[src/rtl/mod_n_down_counter_pkg.sv]
// Shared constants and helpers for the modulo-N down counter family.
// The helpers keep preset saturation and the terminal value identical across instances.
package mod_n_down_counter_pkg;

   localparam int unsigned DEF_MODULUS = 13;
   localparam int unsigned DEF_WIDTH   = 4;

   // Highest legal count, loaded on clr and on wrap.
   function automatic logic [31:0] terminal_value(input int unsigned modulus);
      return 32'(modulus - 1);
   endfunction

   // Out-of-range presets clamp to the terminal value so no illegal state is ever entered.
   function automatic logic [31:0] sat_preset(input logic [31:0] d, input int unsigned modulus);
      return (d >= 32'(modulus)) ? terminal_value(modulus) : d;
   endfunction

endpackage

[src/rtl/mod_n_down_counter_core.sv]
// Count register with clr > load > en priority, wrap/halt at zero, and the
// combinational borrow used to chain stages.
module dn_cnt_core
   import mod_n_down_counter_pkg::*;
#(
   parameter int unsigned MODULUS = DEF_MODULUS,
   parameter int unsigned WIDTH   = DEF_WIDTH
) (
   input  logic             clk,
   input  logic             clr,
   input  logic             load,
   input  logic             en,
   input  logic             oneshot,
   input  logic [WIDTH-1:0] d,
   output logic [WIDTH-1:0] q,
   output logic             borrow
);

   localparam logic [WIDTH-1:0] TERM = WIDTH'(terminal_value(MODULUS));

   logic [WIDTH-1:0] q_next;

   // NOTE: q_next is assigned a default first so no path through the block infers a latch.
   always_comb begin
      q_next = q;
      if (load) begin
         q_next = WIDTH'(sat_preset(32'(d), MODULUS));
      end else if (en) begin
         if (q != '0)       q_next = q - WIDTH'(1);
         else if (!oneshot) q_next = TERM;
      end
   end

   // NOTE: state updates use non-blocking assignments so every bit switches on the same edge.
   always_ff @(posedge clk) begin
      if (clr) q <= TERM;
      else     q <= q_next;
   end

   // Deliberately independent of load/clr so a cascade decrements in one edge.
   assign borrow = en & (q == '0);

endmodule

[src/rtl/mod_n_down_counter.sv]
// Presettable modulo-N down counter: count core plus the one-shot done flag.
// Parameter legality is checked at elaboration.
module mod_n_down_counter
   import mod_n_down_counter_pkg::*;
#(
   parameter int unsigned MODULUS = DEF_MODULUS,
   parameter int unsigned WIDTH   = DEF_WIDTH
) (
   input  logic             clk,
   input  logic             clr,
   input  logic             en,
   input  logic             load,
   input  logic [WIDTH-1:0] d,
   input  logic             oneshot,
   output logic [WIDTH-1:0] q,
   output logic             borrow,
   output logic             done
);

   generate
      if (MODULUS < 2 || MODULUS > 2**WIDTH) begin : g_bad_modulus
         $error("mod_n_down_counter: MODULUS must lie in 2..2**WIDTH");
      end
   endgenerate

   dn_cnt_core #(
      .MODULUS (MODULUS),
      .WIDTH   (WIDTH)
   ) u_core (
      .clk     (clk),
      .clr     (clr),
      .load    (load),
      .en      (en),
      .oneshot (oneshot),
      .d       (d),
      .q       (q),
      .borrow  (borrow)
   );

   // done latches when a one-shot step lands on (or sits at) zero; only clr/load clear it.
   always_ff @(posedge clk) begin
      if (clr || load) begin
         done <= 1'b0;
      end else if (en && oneshot && (q == '0 || q == WIDTH'(1))) begin
         done <= 1'b1;
      end
   end

endmodule

[config.mk]
export PLATFORM = sky130hd
export DESIGN_NAME = mod_n_down_counter
export DESIGN_NICKNAME = d
export VERILOG_FILES = /design/src/rtl/mod_n_down_counter_pkg.sv /design/src/rtl/mod_n_down_counter_core.sv /design/src/rtl/mod_n_down_counter.sv
export SDC_FILE = /design/constraint.sdc
export NUM_CORES = 1
export LEC_CHECK = 0
export ABC_AREA = 1
export CAP_MARGIN = 20
export CORE_AREA = 2 2 39 41
export CTS_BUF_LIST = sky130_fd_sc_hd__clkbuf_16
export DETAILED_ROUTE_END_ITERATION = 10
export DIE_AREA = 0 0 41 43
export GPL_ROUTABILITY_DRIVEN = 0
export PLACE_DENSITY = 0.62
export RECOVER_POWER = 100
export SLEW_MARGIN = 40
export SYNTH_ARGS = -nofsm -noshare
export SYNTH_HDL_FRONTEND = slang
export SYNTH_HIERARCHICAL = 1
export SYNTH_SLANG_ARGS = --single-unit
[constraint.sdc]
create_clock -name clk -period 2.6 [get_ports clk]
set_input_delay 0.52 -clock clk [delete_from_list [all_inputs] [get_ports clk]]
set_output_delay 0.52 -clock clk [all_outputs]
set_load 0.03 [all_outputs]
# After elaboration in Yosys (flattened, before gate mapping)
# Index checks and enable logic that the tools add are counted.
# totals
regBits	5
# classes
add_sub_neg	1
n_lt_le_gt_ge	1
eq_ne	2
muxes	5
bitwise_logic	1
reduce_logical	8
# ops
op	count
$mux W4	5
$eq A4 B1 Y1 const B	1
$ge A4 B4 Y1 const B	1
$logic_not A4 Y1	1
$reduce_bool A4 Y1	1
$sub A4 B1 Y4 const B	1
$ne A3 B2 Y1 const B	1
$logic_and A1 B1 Y1	2
$logic_or A1 B1 Y1	2
$reduce_and A2 Y1	1
$reduce_bool A2 Y1	1
$and A1 B1 Y1	1

# Longest topological paths before layout
# logic_depth
depth_word	4
depth_mapped	8

# Hierarchy
# Netlist, hierarchy kept.
# by_module_without_submodules
mod	n_inst	cells_per_inst	area_per_inst_um2	seq_area_each_um2
dn_cnt_core	1	50	315.3	80.1
mod_n_down_counter	1	9	58.8	20.0

# Worst setup path before layout
# OpenSTA, ideal clock, no wires.
# synth_timing
kind	reg-to-output
startpoint	register u_core.q[2]
endpoint	output port borrow
arrival_ns	1.134
required_ns	2.080
slack_ns	0.946
stages_incl_launch_ff	4
path_buffers	0
path_cell_list	dfxtp_1 > nor2_2 > nand2_4 > nor2_1
# synth_via
elab_chain_len	2
# synth_lines
item	line_no	text
start: declaration	mod_n_down_counter_core.sv:15	output logic [WIDTH-1:0] q,
start signal: assignment	mod_n_down_counter_core.sv:37	else q <= q_next;
$logic_not A4 Y1	mod_n_down_counter_core.sv:41	assign borrow = en & (q == '0);
$and A1 B1 Y1	mod_n_down_counter_core.sv:41	
end: declaration	mod_n_down_counter.sv:16	output logic borrow,
# Every way passes these cells.

# Final worst setup path
# layout_timing
startpoint	input port en
endpoint	output port borrow
# layout_via
elab_chain_len	1
# layout_lines
item	line_no	text
start: declaration	mod_n_down_counter.sv:11	input logic en,
$and A1 B1 Y1	mod_n_down_counter_core.sv:41	
# Every way passes these cells.

==> run metrics <==
I/O pins 15; Worst setup SP type input port; Die Wd 41 um; first-pass GRT wire length between 1500 and 2000 um; crit-path cells clkdlybuf4s50_1 > inv_1 > nor2_1 > dlygate4sd3_1; internal power about 0.32 mW; final worst slack between 0.15 and 0.2 ns; share of the synthesized area in the top cell type 0.268; largest net degree at the start of global routing 8; Max VDD drop 0.449 mV; Sw Share 0.251; Combinational Power Share 0.185; Starting Density 0.270; Synth area leader dfxtp_1; hold_buf cts 0; Die H between 40 and 50 um; post-DR vias/cell 4.53; Crit path required time roughly 2.1 ns; antenna fix cells 0; design area 603 um^2; Worst-Margin Slew about 0.41 ns; Buffers on Ports 14; placed insts between 80 and 90; Die Area 1760 um^2; post-synthesis sequential element count 5; Setup WS pre-CTS 0.222 ns; slowest CP cell dlygate4sd3_1; synth top area cells dfxtp_1 27%, nand2_1 14%, nand3_1 9.4%; Cell variety after synth 16; Max clock buf depth 2; antenna violations before repair 0; Power Density 701 nW/um^2; Worst-Skew Late Latency 0.23 ns; worst hold margin approximately 0.45 ns; # setup viols final 0; grt ovf 0; Detailed Route Iter0 Violations 6; WL/cell about 11 um; LEAKAGE 0.301 nW; Mapped Cells 59; Sw Pwr around 0.11 mW; CTS sink cnt 5; CTS buffer count 3; Post-Syn Area per Cell roughly 6.3 um^2; f_max 411 MHz; crit path time final ~2.4 ns; HP Class flop to flop; Mapped Area roughly 370 um^2; Core ar. between 1000 and 1500 um^2; cts repair resizes 0; clock share of power 0.593; WP data arrival 1.91 ns; RSZ-0062 raised after global routing no; clock root buffer clkbuf_16; Bufs and invs on worst path 3; outcome finished clean; number of cell rows 14; Max Clock Skew 0.00242 ns; Post-CTS Setup Bufs 0; Yosys warnings 6; syn nets between 60 and 70; Slew Viols, Final 0; drt pass-1 iters 4; Crit Path Max Fanout 4; CTS tree built; detailed placer's ending HPWL slightly above 700 um; nets@finish between 80 and 90; antenna-violating nets left 0; Cell Count, Final, Fillers Out 93; sequential power share 0.222; Hold Vio Cnt, Final 0; drt drc 0; Area growth, synth to finish 61.2%; setup TNS 0 ns; max incr delay on CP about 0.73 ns; crit path kind input port to output pin; crit end category output pin; Slew HR 0.722; MaxCap Viol Count 0; gr usage total 0.151; share of layout cells above drive strength 1 0.143; Seq/Total Area, Yosys 0.268; CTS H-tree depth 1; fin crit share 0.936; DR vias between 400 and 500; Post-DP Area ~530 um^2; vias in the first global route about 380; cell family with most CP delay buffers and inverters; final wirelength approximately 1000 um; clk slew on worst S/H paths around 0.030 ns
-- cell families (layout without fill, tap and decap cells) --
family                 Yosys count  after routing  share of synthesized area
AO/OA/AOI/OAI                    8              8                      0.124
buffers and inverters           10             28                      0.100
AND/OR/NAND/NOR                 36             36                      0.508
flip-flops                       5              5                      0.268
-- area by class of cell --
| cell class | instances | area, um^2 |
|---|---|---|
| Multi-Input combinational cell | 44 | 226 |
| Timing Repair Buffer | 14 | 140 |
| Fill cell | 145 | 781 |
| Inverter | 10 | 37.5 |
| Clock inverter | 1 | 3.75 |
| Tap cell | 16 | 20.0 |
| Sequential cell | 5 | 100 |
| Clock buffer | 3 | 75.1 |
-- final timing paths --
| kind | startpoint | endpoint | slack (ns) | cells past startpoint |
|---|---|---|---|---|
| min | done | done | 0.45 | 2 |
| max reg2reg | u_core/q[0] | u_core/q[0] | 1.25 | 7 |
| min reg2reg | done | done | 0.45 | 2 |
| max | en | borrow | 0.17 | 4 |
-- placed cells by master (no fill, tap or decap), drive strengths merged --
| master | n |
|---|---|
| nor2 | 11 |
| a21oi | 3 |
| dlygate4sd3 | 7 |
| o21ai | 4 |
| o211ai | 1 |
| clkbuf | 3 |
| clkdlybuf4s50 | 7 |
| inv | 11 |
| nand3 | 8 |
| dfxtp | 5 |
| or2 | 1 |
| nand2 | 16 |
-- cells in the mapped netlist --
| cell type | count |
|---|---|
| a21oi_1 | 2 |
| a21oi_2 | 1 |
| dfxtp_1 | 5 |
| inv_1 | 8 |
| inv_2 | 2 |
| nand2_1 | 14 |
| nand2_2 | 1 |
| nand2_4 | 1 |
| nand3_1 | 7 |
| nand3_2 | 1 |
| nor2_1 | 6 |
| nor2_2 | 2 |
| nor2_4 | 3 |
| o211ai_1 | 1 |
| o21ai_0 | 4 |
| or2_0 | 1 |
-- worst reg2reg max path, stage by stage (launching register included) --
cell     delay (ns)
dfxtp_1        0.46
nor2_4         0.10
nand2_4        0.09
nor2_4         0.03
nor2_1         0.33
inv_2          0.07
nor2_1         0.11
nor2_1         0.05
-- power groups by stage --
stage | logic (mW) | clock network (mW) | registers (mW)
2_1_floorplan | 0.0374 | 0 | 0.105
3_3_place_gp | 0.0822 | 0 | 0.0949
6_report | 0.0780 | 0.251 | 0.0939
4_1_cts | 0.0829 | 0.254 | 0.0946
3_5_place_dp | 0.0821 | 0 | 0.0953
5_1_grt | 0.0871 | 0.261 | 0.0956
-- per-layer routing --
metal	GRT usage	up-vias	part of all wire
met5	0	-	0
met4	0.140	0	0.043
met3	0.0681	4	0.072
met2	0.181	14	0.46
met1	0.188	183	0.43
li1	-	220	-
-- state kept, by name (all words and copies together), names as in the netlist --
name and flops:
done 1, u_core/q 4
-- stage by stage --
step | util | power [mW]
finish | 0.436 | 0.423
global route | 0.436 | 0.443
CTS | 0.443 | 0.432
detailed placement | 0.386 | 0.177
global placement | 0.386 | 0.177
floorplan | - | 0.142
Note: power is estimated with default switching activity, not from simulation.
